===== src/rtl/alu_pkg.sv =====
// Shared definitions for the pipelined adder/subtractor: op encodings and default sizes.
// Latency: none (definitions only).
// Backpressure: not applicable.
package alu_pkg;

    localparam int DEF_WIDTH = 32;
    localparam int DEF_SEG   = 8;

    typedef enum logic [1:0] {
        OP_ADD = 2'b00,  // a + b
        OP_ADC = 2'b01,  // a + b + cin
        OP_SUB = 2'b10,  // a + ~b + 1
        OP_SBB = 2'b11   // a + ~b + ~cin
    } op_e;

    // Subtract modes add the one's complement of b.
    function automatic logic op_inverts_b(input op_e op);
        return (op == OP_SUB) || (op == OP_SBB);
    endfunction

    // Carry into bit 0; for SBB cin is a borrow, so it enters inverted.
    function automatic logic init_carry(input op_e op, input logic cin);
        logic c;
        case (op)
            OP_ADD:  c = 1'b0;
            OP_ADC:  c = cin;
            OP_SUB:  c = 1'b1;
            default: c = ~cin;
        endcase
        return c;
    endfunction

endpackage


===== src/rtl/pipelined_addsub_if.sv =====
// Operand/result bundle for the pipelined adder/subtractor.
// Latency: none (wiring only).
// Backpressure: in_ready/out_ready carry valid-ready flow control on each side.
// Ports: operand side in_valid/in_ready/a/b/op/cin; result side out_valid/out_ready/s/cout/overflow/zero.
interface pipelined_addsub_if #(
    parameter int WIDTH = alu_pkg::DEF_WIDTH
) ();
    import alu_pkg::*;

    logic             in_valid;
    logic             in_ready;
    logic [WIDTH-1:0] a;
    logic [WIDTH-1:0] b;
    op_e              op;
    logic             cin;
    logic             out_valid;
    logic             out_ready;
    logic [WIDTH-1:0] s;
    logic             cout;
    logic             overflow;
    logic             zero;

    // Upstream operand source plus downstream result sink (the bench plays both).
    modport master (
        output in_valid, a, b, op, cin, out_ready,
        input  in_ready, out_valid, s, cout, overflow, zero
    );

    // The arithmetic block itself.
    modport slave (
        input  in_valid, a, b, op, cin, out_ready,
        output in_ready, out_valid, s, cout, overflow, zero
    );

endinterface


===== src/rtl/csel_segment.sv =====
// Combinational SEG-bit carry-select slice: both candidate sums computed, carry-in picks one.
// Latency: 0 (purely combinational).
// Backpressure: none.
// Ports: a/b segment operands, ci carry-in; sum, co carry-out, c_top carry into the top bit, seg_zero.
module csel_segment #(
    parameter int SEG = 8
) (
    input  logic [SEG-1:0] a,
    input  logic [SEG-1:0] b,
    input  logic           ci,
    output logic [SEG-1:0] sum,
    output logic           co,
    output logic           c_top,
    output logic           seg_zero
);

    logic [SEG:0]   sum0;
    logic [SEG:0]   sum1;
    logic [SEG-1:0] low0;
    logic [SEG-1:0] low1;

    always_comb begin
        // Two independent adders so the late-arriving carry only drives the mux.
        sum0 = {1'b0, a} + {1'b0, b};
        sum1 = {1'b0, a} + {1'b0, b} + {{SEG{1'b0}}, 1'b1};
        // Carry into the top bit, needed for signed overflow at the MSB segment.
        low0 = {1'b0, a[SEG-2:0]} + {1'b0, b[SEG-2:0]};
        low1 = {1'b0, a[SEG-2:0]} + {1'b0, b[SEG-2:0]} + {{(SEG-1){1'b0}}, 1'b1};

        sum      = ci ? sum1[SEG-1:0] : sum0[SEG-1:0];
        co       = ci ? sum1[SEG]     : sum0[SEG];
        c_top    = ci ? low1[SEG-1]   : low0[SEG-1];
        seg_zero = ~|sum;
    end

endmodule


===== src/rtl/pipelined_addsub.sv =====
// Pipelined carry-select add/sub: one SEG-bit segment resolved per stage, carry registered between stages.
// Latency: NSEG stages; result valid NSEG edges after the operands are first presented and accepted.
// Backpressure: ready chain from out_ready back to in_ready; a stage loads when empty or when its successor loads.
// Ports: clock, resetn (async active-low), flush (sync clear); bus = operand/result handshake bundle.
module pipelined_addsub
    import alu_pkg::*;
#(
    parameter int WIDTH = DEF_WIDTH,
    parameter int SEG   = DEF_SEG
) (
    input  logic              clock,
    input  logic              resetn,
    input  logic              flush,
    pipelined_addsub_if.slave bus
);

    localparam int NSEG = WIDTH / SEG;

    // Per-stage state: stage k holds segments 0..k resolved in s, carry out of segment k in c.
    logic [NSEG-1:0]  vld_q, vld_d;
    logic [WIDTH-1:0] a_q [NSEG];
    logic [WIDTH-1:0] a_d [NSEG];
    logic [WIDTH-1:0] b_q [NSEG];
    logic [WIDTH-1:0] b_d [NSEG];
    logic [WIDTH-1:0] s_q [NSEG];
    logic [WIDTH-1:0] s_d [NSEG];
    logic [NSEG-1:0]  c_q, c_d;
    logic [NSEG-1:0]  z_q, z_d;    // all segments resolved so far are zero
    logic             ovf_q, ovf_d;

    // What each stage would load: stage 0 from the bus, stage k from stage k-1.
    logic [NSEG-1:0]  src_vld;
    logic [WIDTH-1:0] src_a [NSEG];
    logic [WIDTH-1:0] src_b [NSEG];
    logic [WIDTH-1:0] src_s [NSEG];
    logic [NSEG-1:0]  src_c;
    logic [NSEG-1:0]  src_z;

    logic [SEG-1:0]   seg_a   [NSEG];
    logic [SEG-1:0]   seg_b   [NSEG];
    logic [SEG-1:0]   seg_sum [NSEG];
    logic [NSEG-1:0]  seg_co;
    logic [NSEG-1:0]  seg_ctop;
    logic [NSEG-1:0]  seg_z;

    logic [WIDTH-1:0] b_in;
    logic             c_init;
    logic [NSEG-1:0]  load;
    logic             tail_full;

    // Ready chain. Unrolled form of load[k] = ~vld[k] | load[k+1]: a stage can load unless
    // it and every stage after it are full while the output is stalled.
    always_comb begin
        tail_full = 1'b1;
        load      = '0;
        for (int k = NSEG - 1; k >= 0; k--) begin
            tail_full = tail_full & vld_q[k];
            load[k]   = bus.out_ready | ~tail_full;
        end
    end

    assign bus.in_ready = load[0];

    always_comb begin
        b_in   = op_inverts_b(bus.op) ? ~bus.b : bus.b;
        c_init = init_carry(bus.op, bus.cin);

        src_vld[0] = bus.in_valid;
        src_a[0]   = bus.a;
        src_b[0]   = b_in;
        src_s[0]   = '0;
        src_c[0]   = c_init;
        src_z[0]   = 1'b1;
        for (int k = 1; k < NSEG; k++) begin
            src_vld[k] = vld_q[k-1];
            src_a[k]   = a_q[k-1];
            src_b[k]   = b_q[k-1];
            src_s[k]   = s_q[k-1];
            src_c[k]   = c_q[k-1];
            src_z[k]   = z_q[k-1];
        end

        for (int k = 0; k < NSEG; k++) begin
            seg_a[k] = src_a[k][k*SEG +: SEG];
            seg_b[k] = src_b[k][k*SEG +: SEG];
        end
    end

    for (genvar g = 0; g < NSEG; g++) begin : g_seg
        csel_segment #(.SEG(SEG)) u_seg (
            .a        (seg_a[g]),
            .b        (seg_b[g]),
            .ci       (src_c[g]),
            .sum      (seg_sum[g]),
            .co       (seg_co[g]),
            .c_top    (seg_ctop[g]),
            .seg_zero (seg_z[g])
        );
    end

    always_comb begin
        vld_d = vld_q;
        a_d   = a_q;
        b_d   = b_q;
        s_d   = s_q;
        c_d   = c_q;
        z_d   = z_q;
        ovf_d = ovf_q;

        for (int k = 0; k < NSEG; k++) begin
            if (load[k]) begin
                vld_d[k] = src_vld[k];
                // Data only moves with a real operation, so a drained output keeps its last value.
                if (src_vld[k]) begin
                    a_d[k]                = src_a[k];
                    b_d[k]                = src_b[k];
                    s_d[k]                = src_s[k];
                    s_d[k][k*SEG +: SEG]  = seg_sum[k];
                    c_d[k]                = seg_co[k];
                    z_d[k]                = src_z[k] & seg_z[k];
                    if (k == NSEG - 1) begin
                        ovf_d = seg_ctop[k] ^ seg_co[k];
                    end
                end
            end
        end

        // Flush wins over any accept or retire on the same edge.
        if (flush) begin
            vld_d = '0;
        end
    end

    always_ff @(posedge clock or negedge resetn) begin
        if (!resetn) begin
            vld_q <= '0;
            c_q   <= '0;
            z_q   <= '0;
            ovf_q <= 1'b0;
            for (int k = 0; k < NSEG; k++) begin
                a_q[k] <= '0;
                b_q[k] <= '0;
                s_q[k] <= '0;
            end
        end else begin
            vld_q <= vld_d;
            a_q   <= a_d;
            b_q   <= b_d;
            s_q   <= s_d;
            c_q   <= c_d;
            z_q   <= z_d;
            ovf_q <= ovf_d;
        end
    end

    assign bus.out_valid = vld_q[NSEG-1];
    assign bus.s         = s_q[NSEG-1];
    assign bus.cout      = c_q[NSEG-1];
    assign bus.overflow  = ovf_q;
    assign bus.zero      = z_q[NSEG-1];

endmodule


===== src/flat_wrapper.sv =====
// flat-port wrapper written by rule: the top's interface ports become plain ports
module pipelined_addsub_flat import alu_pkg::*;
#(
    parameter int WIDTH = DEF_WIDTH,
    parameter int SEG   = DEF_SEG
)
  (clock, resetn, flush, bus_in_valid, bus_a, bus_b, bus_op, bus_cin, bus_out_ready, bus_in_ready, bus_out_valid, bus_s, bus_cout, bus_overflow, bus_zero);
  pipelined_addsub_if #(.WIDTH(WIDTH)) bus_i ();
  input  logic clock;
  input  logic resetn;
  input  logic flush;
  input wire logic [$bits(bus_i.in_valid)-1:0] bus_in_valid;
  input wire logic [$bits(bus_i.a)-1:0] bus_a;
  input wire logic [$bits(bus_i.b)-1:0] bus_b;
  input wire logic [$bits(bus_i.op)-1:0] bus_op;
  input wire logic [$bits(bus_i.cin)-1:0] bus_cin;
  input wire logic [$bits(bus_i.out_ready)-1:0] bus_out_ready;
  output wire logic [$bits(bus_i.in_ready)-1:0] bus_in_ready;
  output wire logic [$bits(bus_i.out_valid)-1:0] bus_out_valid;
  output wire logic [$bits(bus_i.s)-1:0] bus_s;
  output wire logic [$bits(bus_i.cout)-1:0] bus_cout;
  output wire logic [$bits(bus_i.overflow)-1:0] bus_overflow;
  output wire logic [$bits(bus_i.zero)-1:0] bus_zero;
  assign bus_i.in_valid = bus_in_valid;
  assign bus_i.a = bus_a;
  assign bus_i.b = bus_b;
  assign bus_i.op = bus_op;
  assign bus_i.cin = bus_cin;
  assign bus_i.out_ready = bus_out_ready;
  assign bus_in_ready = bus_i.in_ready;
  assign bus_out_valid = bus_i.out_valid;
  assign bus_s = bus_i.s;
  assign bus_cout = bus_i.cout;
  assign bus_overflow = bus_i.overflow;
  assign bus_zero = bus_i.zero;
  pipelined_addsub #(.WIDTH(WIDTH), .SEG(SEG)) u_core (.clock(clock), .resetn(resetn), .flush(flush), .bus(bus_i));
endmodule

===== config.mk =====
export PLATFORM = sky130hd
export DESIGN_NAME = pipelined_addsub_flat
export DESIGN_NICKNAME = d
export VERILOG_FILES = /design/src/rtl/alu_pkg.sv /design/src/rtl/pipelined_addsub_if.sv /design/src/rtl/csel_segment.sv /design/src/rtl/pipelined_addsub.sv /design/src/flat_wrapper.sv
export SDC_FILE = /design/constraint.sdc
export NUM_CORES = 1
export LEC_CHECK = 0
export ABC_AREA = 0
export CAP_MARGIN = 40
export CORE_AREA = 8 8 139 141
export DETAILED_ROUTE_END_ITERATION = 12
export DIE_AREA = 0 0 147 149
export PLACE_DENSITY = 0.8
export SLEW_MARGIN = 30
export SYNTH_ARGS = -nofsm -noshare
export SYNTH_HDL_FRONTEND = slang
export SYNTH_SLANG_ARGS = --single-unit

===== constraint.sdc =====
create_clock -name clock -period 3 [get_ports clock]
set_input_delay 0.45 -clock clock [delete_from_list [all_inputs] [get_ports clock]]
set_output_delay 0.45 -clock clock [all_outputs]
set_load 0.05 [all_outputs]

==> results of run 1 <==
## logic make-up after synthesis
kind of cell / share of synthesized area (%)
buf+inv: 4.997
simple gates: 10.98
xor+xnor: 7.275
compound gates: 9.279
flops: 49.19
mux: 12.75
fa+ha+maj: 5.518
## per-layer routing
layer,share of wire [%],global-route usage [%],routed length (µm),up-vias
met2,47,28.76,8741,125
met5,0.070,0,13,-
met3,4.2,3.975,783,18
li1,-,-,-,3254
met4,1.3,6.119,238,2
met1,47,23.38,8674,3115
## state kept, by name (all words and copies together), names as in the netlist
signal / count
u_core.bus.overflow: 1
u_core.bus.s: 32
u_core.z_q: 4
u_core.vld_q: 4
u_core.c_q: 4
u_core.s_q: 48
u_core.b_q: 48
u_core.a_q: 48
## synthesized netlist by cell type (all sizes together), types with 2 or more instances
master     n  area (µm²)
o21bai     3       22.52
a21o       2       15.01
a21oi     21       105.1
o21ai     68       344.1
nor3       8       40.04
o21a       7       52.55
nor2b      7       43.79
o22ai      4       25.02
nand3     13       65.06
o211ai     4       35.03
xor2      29       261.5
a2111oi    2       18.77
and3b      2       17.52
a22oi      2       15.01
o32ai      2       17.52
nand2b     3       18.77
or3        4       25.02
xnor2     50       437.9
nand4      5       31.28
nand2    151       566.8
fa         4       80.08
o31a       5       43.79
mux2     108        1216
a211oi     7       57.55
nor3b      4       30.03
inv       29       108.9
buf       36       255.2
and3       5       31.28
ha        36       450.4
nand4b     2       17.52
or2        2       12.52
o31ai      5       37.54
a31oi      2       12.51
nor2      30       112.6
clkbuf    31       116.4
o2111ai    2       17.52
dfrtp    189        4730
## stage by stage
stage | hold slack (ns) | setup TNS, ns | utilization (%) | cell area (µm²)
2_1_floorplan | 0.1544 | 0 | - | 9627
3_3_place_gp | 0.4482 | -0.8666 | 63.73 | 10870
3_5_place_dp | 0.4492 | -1.086 | 63.73 | 10870
4_1_cts | 0.07446 | 0 | 67.28 | 11470
5_1_grt | 0.1015 | 0 | 67.39 | 11490
6_report | 0.03804 | 0 | 67.39 | 11490
## layout by cell type, fill, tap and decap left out, types with 13 or more instances in the layout
cell type        instances
xor2_1                  28
ha_1                    36
mux2_2                 107
clkdlybuf4s50_1        105
nand3_1                 13
buf_4                   30
clkbuf_16               17
nor2_1                  30
inv_1                   29
xnor2_1                 49
dfrtp_1                189
o21ai_0                 60
a21oi_1                 21
nand2_1                148
## layout make-up
cell class              count  area, µm²  share of cell area (%)
flip-flops and latches    189       4730                   41.15
clock inverters            14      175.2                   1.524
well taps                 225      281.5                   2.449
repair buffers            139       1335                   11.62
inverters                  29      108.9                  0.9471
multi-input cells         613       4434                   38.58
clock buffers              18      429.2                   3.734
## final timing paths
path / start / end / slack [ns] / cells after the start
worst max-delay path: u_core.b_q[56]$_DFFE_PN0P_ / u_core.bus.overflow$_DFFE_PN0P_ / 0.11 / 10
worst min-delay path: resetn / u_core.bus.s[5]$_DFFE_PN0P_ / 0.04 / 1
worst max register to register: u_core.b_q[56]$_DFFE_PN0P_ / u_core.bus.overflow$_DFFE_PN0P_ / 0.11 / 10
worst min register to register: u_core.s_q[43]$_DFFE_PN0P_ / u_core.bus.s[11]$_DFFE_PN0P_ / 0.46 / 2
max in group asynchronous: resetn / u_core.b_q[57]$_DFFE_PN0P_ / 2.16 / 2
min in group clock: u_core.s_q[43]$_DFFE_PN0P_ / u_core.bus.s[11]$_DFFE_PN0P_ / 0.46 / 2
## power by group through the flow
stage,Sequential [mW],Clock [mW],Combinational (mW)
after floorplan,3.60,0,3.10
after global placement,3.69,0,3.81
after detailed placement,3.73,0,3.91
after CTS,3.68,2.32,3.94
after global routing,3.77,2.44,4.31
final,3.68,2.27,3.93
## worst register-to-register path, delay by kind of cell, from the launching register on
kind                     cells  cell delay [ns]
flip-flops                   1             0.37
buffers and inverters        1             0.06
AO/OA/AOI/OAI                4             0.85
AND/OR/NAND/NOR              3             0.97
adder cells (fa/ha/maj)      2             0.57
## what timing repair did
item,CTS,global route
resized for setup,0,4
hold buffers,0,0
setup endpoints to repair,0,5
==> results.py, run 1 <==
metrics = {
    "critical_path": {
        "endpoint_kind": "flip-flop",
        "cp.arrival_ns": 3.25,
        "worst-path-max-fanout": 6,
        "crit_path_cell_trace": "ha_1 > inv_1 > fa_1 > nor2b_1 > o211ai_1 > a31o_2 > or3b_4 > or3_1 > a211o_1 > a31oi_1",
        "worst_ep_required_time_ns": 3.36,
        "criticalPathCategory": "flip-flop to flip-flop",
        "timing.critical_path.slowest_stage_cell": "or3b_4",
        "setup.worst_path.start_class": "flip-flop",
        "worst_path_dominant_cell_family": "simple AND/OR/NAND/NOR gates",
        "path_buf_inv": 1,
        "timing.critical_path.slowest_cell_delay_ns": 0.40,
    },
    "status": {
        "run_status": "complete, no violations",
    },
    "power_and_ir_drop": {
        "cellLeakagePower_nw": 5.053,
        "finalPower_mw": 9.875,
        "power_per_cell_area_nw_per_um2": 859.2,
        "p_comb_share_pct": 39.8,
        "power.switching_fraction_pct": 36.79,
        "total_switching_power_mw": 3.633,
        "clkPwrFrac_pct": 23.0,
        "maximum_ir_drop_on_the_vdd_rail_uv": 588.2,
        "fraction_of_power_consumed_by_sequential_logic_pct": 37.2,
        "intPower_mw": 6.242,
    },
    "floorplanning": {
        "top_level_pins": 109,
        "design.core.area_um2": 17060,
        "die-height_um": 149,
        "starting_utilization_of_the_core_area_pct": 56.37,
        "rows": 48,
        "fp.dieW_um": 147,
        "die_area_um2": 21900,
    },
    "timing": {
        "final.period_utilization_pct": 96.43,
        "grt_setup_unrepaired": "no",
        "timing.slew.headroom_pct": 52.26,
        "period_minus_slack_ns": 2.893,
        "max_freq_ghz": 0.3457,
        "setup-violations-final": 0,
        "fin_skew_ns": 0.009203,
        "setup_ws_ns": 0.1070,
        "timing_hold_violations_final": 0,
        "tightestPinTransition_ns": 0.7160,
        "finalMaxSlewViolations": 0,
    },
    "clock_network": {
        "cts_root_buffer": "clkbuf_16",
        "numCtsBuffers": 17,
        "cts_tree": "built",
        "ctsLongestPathBuffers": 2,
        "numClockSinks": 189,
        "cts.clk_slew.worst_paths_ns": 0.07,
        "cts.repair_timing.setup_buffer_count": 0,
        "htree_num_levels": 4,
        "clock_latency_ns": 0.44,
    },
    "global_route": {
        "antenna_found_initial": 1,
        "grt_overflow_total": 0,
        "wire_length_of_the_first_global_routing_pass_mm": 31.80,
        "globalRouteTotalUtil_pct": 17.80,
        "grt_start_max_net_pins": 89,
        "grt_pass1_vias": 6564,
    },
    "final_layout": {
        "area_growth_pct": 19.55,
        "antenna-diode-count": 0,
        "num-fill-cells": 1303,
        "post_route_cells_drive_above_1_share_pct": 18.66,
        "final_net_count": 1101,
        "fin_cells": 1227,
    },
    "placement": {
        "dp_hpwl_mm": 13.79,
        "gp_congestion": 0.7981,
        "place_ws_ns": -0.3157,
        "buffer_ports.inserted": 108,
        "placedCellCount": 1195,
    },
    "synthesis": {
        "synthDistinctLibCells": 60,
        "post_synth_inst_count": 898,
        "postSynthRegisterBits": 189,
        "yosys_most_used_dff": "dfrtp_1",
        "synth_edf_count": 0,
        "synthesis.nets": 1010,
        "mappedNetlistArea_um2": 9614,
        "async_reset_ff_share_pct": 100.0,
        "synth_seq_area_share_pct": 49.19,
        "syn_area_per_cell_um2": 10.71,
        "yosysWarnings": 0,
    },
    "routing": {
        "drt_drc_violations_left": 0,
        "route.antenna.remaining_nets": 0,
        "routed_wirelength_mm": 18.45,
        "detail_route.first_pass.iterations": 6,
        "drt_iter0_markers": 242,
        "viasPerCell": 5.309,
        "avgRoutedWirePerCell_um": 15.04,
        "route.vias.total": 6514,
    },
    "flow_run": {
        "cap_violations": 0,
    },
    "min_path": {
        "hold_class": "primary input to async pin",
    },
}
No activity file was read; power rests on OpenSTA's default activity.
==> run 2, diff against run 1 <==
--- a/config.mk
+++ b/config.mk
@@ -7,10 +7,11 @@
 export LEC_CHECK = 0
 export ABC_AREA = 0
 export CAP_MARGIN = 40
-export CORE_AREA = 8 8 139 141
+export CORE_AREA = 8 8 137 139
+export CTS_BUF_LIST = sky130_fd_sc_hd__clkbuf_2 sky130_fd_sc_hd__clkbuf_4 sky130_fd_sc_hd__clkbuf_8
 export DETAILED_ROUTE_END_ITERATION = 12
-export DIE_AREA = 0 0 147 149
-export PLACE_DENSITY = 0.8
+export DIE_AREA = 0 0 145 147
+export PLACE_DENSITY = 0.82
 export SLEW_MARGIN = 30
 export SYNTH_ARGS = -nofsm -noshare
 export SYNTH_HDL_FRONTEND = slang
==> run 2 against run 1 <==
Compared with the run above:
- clock-buffer cell count did not move
- clock skew is 0.0014 ns higher
- die area is 2.7% lower
- critical endpoint is now u_core.z_q[0]$_DFFE_PN0P_
- largest cell class unchanged
- hold slack gained 0.42 ns
- combinational power about the same
- sequential share of layout area increased by 0.54 points
- global-route usage up 0.47 points
- total power decreased by 5.9%
- sequential power hardly changed
- register-to-register slack better by 0.13 ns
==> results.py, run 2 (synthesized netlist as in run 1, its figures left out) <==
metrics = {
    "clock_network": {
        "cts_root_buffer": "clkbuf_8",
        "cts_tree": "built",
        "cts.clk_slew.worst_paths_ns": 0.10,
        "htree_num_levels": 4,
        "ctsLongestPathBuffers": 2,
        "numClockSinks": 189,
        "clock_latency_ns": 0.47,
        "numCtsBuffers": 17,
    },
    "power_and_ir_drop": {
        "fraction_of_power_consumed_by_sequential_logic_pct": 39.4,
        "power.switching_fraction_pct": 38.74,
        "power_per_cell_area_nw_per_um2": 819.2,
        "total_switching_power_mw": 3.601,
        "p_comb_share_pct": 42.6,
        "maximum_ir_drop_on_the_vdd_rail_uv": 435.0,
        "clkPwrFrac_pct": 18.0,
        "cellLeakagePower_nw": 4.979,
        "intPower_mw": 5.694,
        "finalPower_mw": 9.294,
    },
    "critical_path": {
        "crit_path_cell_trace": "clkdlybuf4s50_1 > xor2_1 > ha_1 > inv_1 > fa_1 > nor2b_2 > o21ai_2 > a2111oi_4 > and2_4 > nand3_1 > xor2_1 > o41ai_2",
        "endpoint_kind": "flip-flop",
        "setup.worst_path.start_class": "primary input",
        "cp.arrival_ns": 3.24,
        "worst_path_dominant_cell_family": "compound AO/OA/AOI/OAI gates",
        "timing.critical_path.slowest_stage_cell": "clkdlybuf4s50_1",
        "most_frequent_cell_on_critical_path": "xor2_1",
        "timing.critical_path.slowest_cell_delay_ns": 0.49,
        "criticalPathCategory": "primary input to flip-flop",
        "worst-path-max-fanout": 2,
        "path_buf_inv": 2,
        "worst_ep_required_time_ns": 3.37,
    },
    "final_layout": {
        "area_growth_pct": 18.01,
        "post_route_cells_drive_above_1_share_pct": 19.26,
        "layout.cells.most_common_list": "189 x dfrtp_1, 148 x nand2_1, 107 x mux2_2",
        "reg.largest.list": "u_core.a_q x48, u_core.b_q x48, u_core.s_q x48",
        "final_net_count": 1101,
        "num-fill-cells": 1271,
        "stdcell_area_um2": 11350,
        "final_core_util_pct": 67.71,
        "layout.cells.most_common": "dfrtp_1",
    },
    "global_route": {
        "gr-max-usage-layer": "met2",
        "grt_pass1_vias": 6639,
        "gr-usage-met2_pct": 29.74,
        "grt_start_max_net_pins": 67,
        "wire_length_of_the_first_global_routing_pass_mm": 32.15,
        "grtUsageMet1_pct": 23.76,
        "gr-usage-met3_pct": 4.337,
        "antenna_found_initial": 0,
        "globalRouteTotalUtil_pct": 18.28,
        "grt_overflow_total": 0,
    },
    "floorplanning": {
        "design.core.area_um2": 16760,
        "rows": 48,
        "starting_utilization_of_the_core_area_pct": 57.38,
        "fp.dieW_um": 145,
        "die_area_um2": 21320,
        "die-height_um": 147,
        "top_level_pins": 109,
    },
    "min_path": {
        "hold_class": "flip-flop to flip-flop",
    },
    "timing": {
        "period_minus_slack_ns": 2.872,
        "timing.slew.headroom_pct": 54.30,
        "hold-worst-slack_ns": 0.4539,
        "timing_hold_violations_final": 0,
        "final.period_utilization_pct": 95.73,
        "setup-violations-final": 0,
        "tightestPinTransition_ns": 0.6814,
        "fin_setup_tns_ns": 0,
        "max_freq_ghz": 0.3482,
        "fin_skew_ns": 0.01060,
        "finalMaxSlewViolations": 0,
    },
    "placement": {
        "dp_hpwl_mm": 13.74,
        "buffer_ports.inserted": 108,
        "gp_congestion": 0.8032,
        "placement.cell_area_um2": 10890,
    },
    "routing": {
        "viasPerCell": 5.297,
        "route.vias.total": 6505,
        "drt_drc_violations_left": 0,
        "drt_iter0_markers": 309,
        "avgRoutedWirePerCell_um": 15.34,
        "route.antenna.remaining_nets": 0,
        "detail_route.first_pass.iterations": 4,
        "routed_wirelength_mm": 18.84,
    },
    "flow_run": {
        "cap_violations": 0,
    },
    "status": {
        "run_status": "complete, no violations",
    },
}
-- run 2: changes by cell type in the layout (fill, tap and decap cells not counted), moves of 2 or more --
cell	change
clkbuf_16	-17
clkbuf_8	+17
buf_4	-3
buf_12	+2
nor2b_1	-2
nor2b_2	+2
-- run 2: final cells by class --
class / count / area (µm²) / share of cell area [%]
antenna: 1 / 2.502 / 0.02206
sequential: 189 / 4730 / 41.69
timing repair buffer: 139 / 1360 / 11.99
multi-input combinational: 613 / 4464 / 39.35
clock buffer: 18 / 247.7 / 2.184
clock inverter: 14 / 151.4 / 1.334
inverter: 29 / 108.9 / 0.9594
tap: 225 / 281.5 / 2.481
-- run 2: stage by stage --
step | setup WS, ns | cells
after floorplan | 0.007176 | 898
final | 0.1280 | 1228
after global routing | -0.01841 | 1227
after CTS | 0.09222 | 1227
after global placement | -0.2148 | 1194
after detailed placement | -0.4809 | 1194
-- run 2: worst paths after layout --
path,start,cells past startpoint,to,slack (ns)
hold / removal,u_core.s_q[38]$_DFFE_PN0P_,2,u_core.bus.s[6]$_DFFE_PN0P_,0.45
max in group asynchronous,resetn,3,u_core.a_q[81]$_DFFE_PN0P_,1.62
min in group asynchronous,resetn,2,u_core.b_q[105]$_DFFE_PN0P_,0.52
setup / recovery,bus_b[0],12,u_core.z_q[0]$_DFFE_PN0P_,0.13
hold reg to reg,u_core.s_q[38]$_DFFE_PN0P_,2,u_core.bus.s[6]$_DFFE_PN0P_,0.45
setup reg to reg,u_core.b_q[56]$_DFFE_PN0P_,10,u_core.bus.overflow$_DFFE_PN0P_,0.24
-- run 2: routing by layer --
layer / share of wire, % / up-vias
li1: - / 3240
met1: 46 / 3148
met2: 49 / 101
met3: 3.7 / 16
met4: 1.0 / 0
met5: 0 / -
-- run 2: power by group through the flow --
| stage | Combinational, mW | Clock (mW) | Sequential (mW) |
|---|---|---|---|
| floorplan | 3.10 | 0 | 3.60 |
| global placement | 3.81 | 0 | 3.68 |
| detailed placement | 3.92 | 0 | 3.72 |
| CTS | 3.95 | 1.70 | 3.67 |
| global route | 4.34 | 1.82 | 3.75 |
| finish | 3.96 | 1.67 | 3.66 |
-- run 2: worst reg2reg max path, stage by stage (launching register included) --
cell      delay, ns
dfrtp_1        0.37
ha_2           0.19
inv_1          0.06
fa_2           0.35
nor2b_2        0.14
o211ai_1       0.12
a31o_2         0.24
or3b_4         0.40
or3_1          0.38
a211o_1        0.30
a31oi_1        0.15
-- run 2: what timing repair did --
item,CTS,global route
endpoints found under the hold margin,50,0
buffers inserted,0,0
pin swaps,0,1
setup endpoints to repair,2,6
hold buffers,1,0
resized for setup,1,11
==> run 3, diff against run 2 <==
--- a/config.mk
+++ b/config.mk
@@ -6,6 +6,7 @@
 export NUM_CORES = 1
 export LEC_CHECK = 0
 export ABC_AREA = 0
+export ABC_CLOCK_PERIOD_IN_PS = 3000
 export CAP_MARGIN = 40
 export CORE_AREA = 8 8 137 139
 export CTS_BUF_LIST = sky130_fd_sc_hd__clkbuf_2 sky130_fd_sc_hd__clkbuf_4 sky130_fd_sc_hd__clkbuf_8
==> results of run 3 <==
Same layout as run 2: the final DEF is identical, and so are final timing and power.
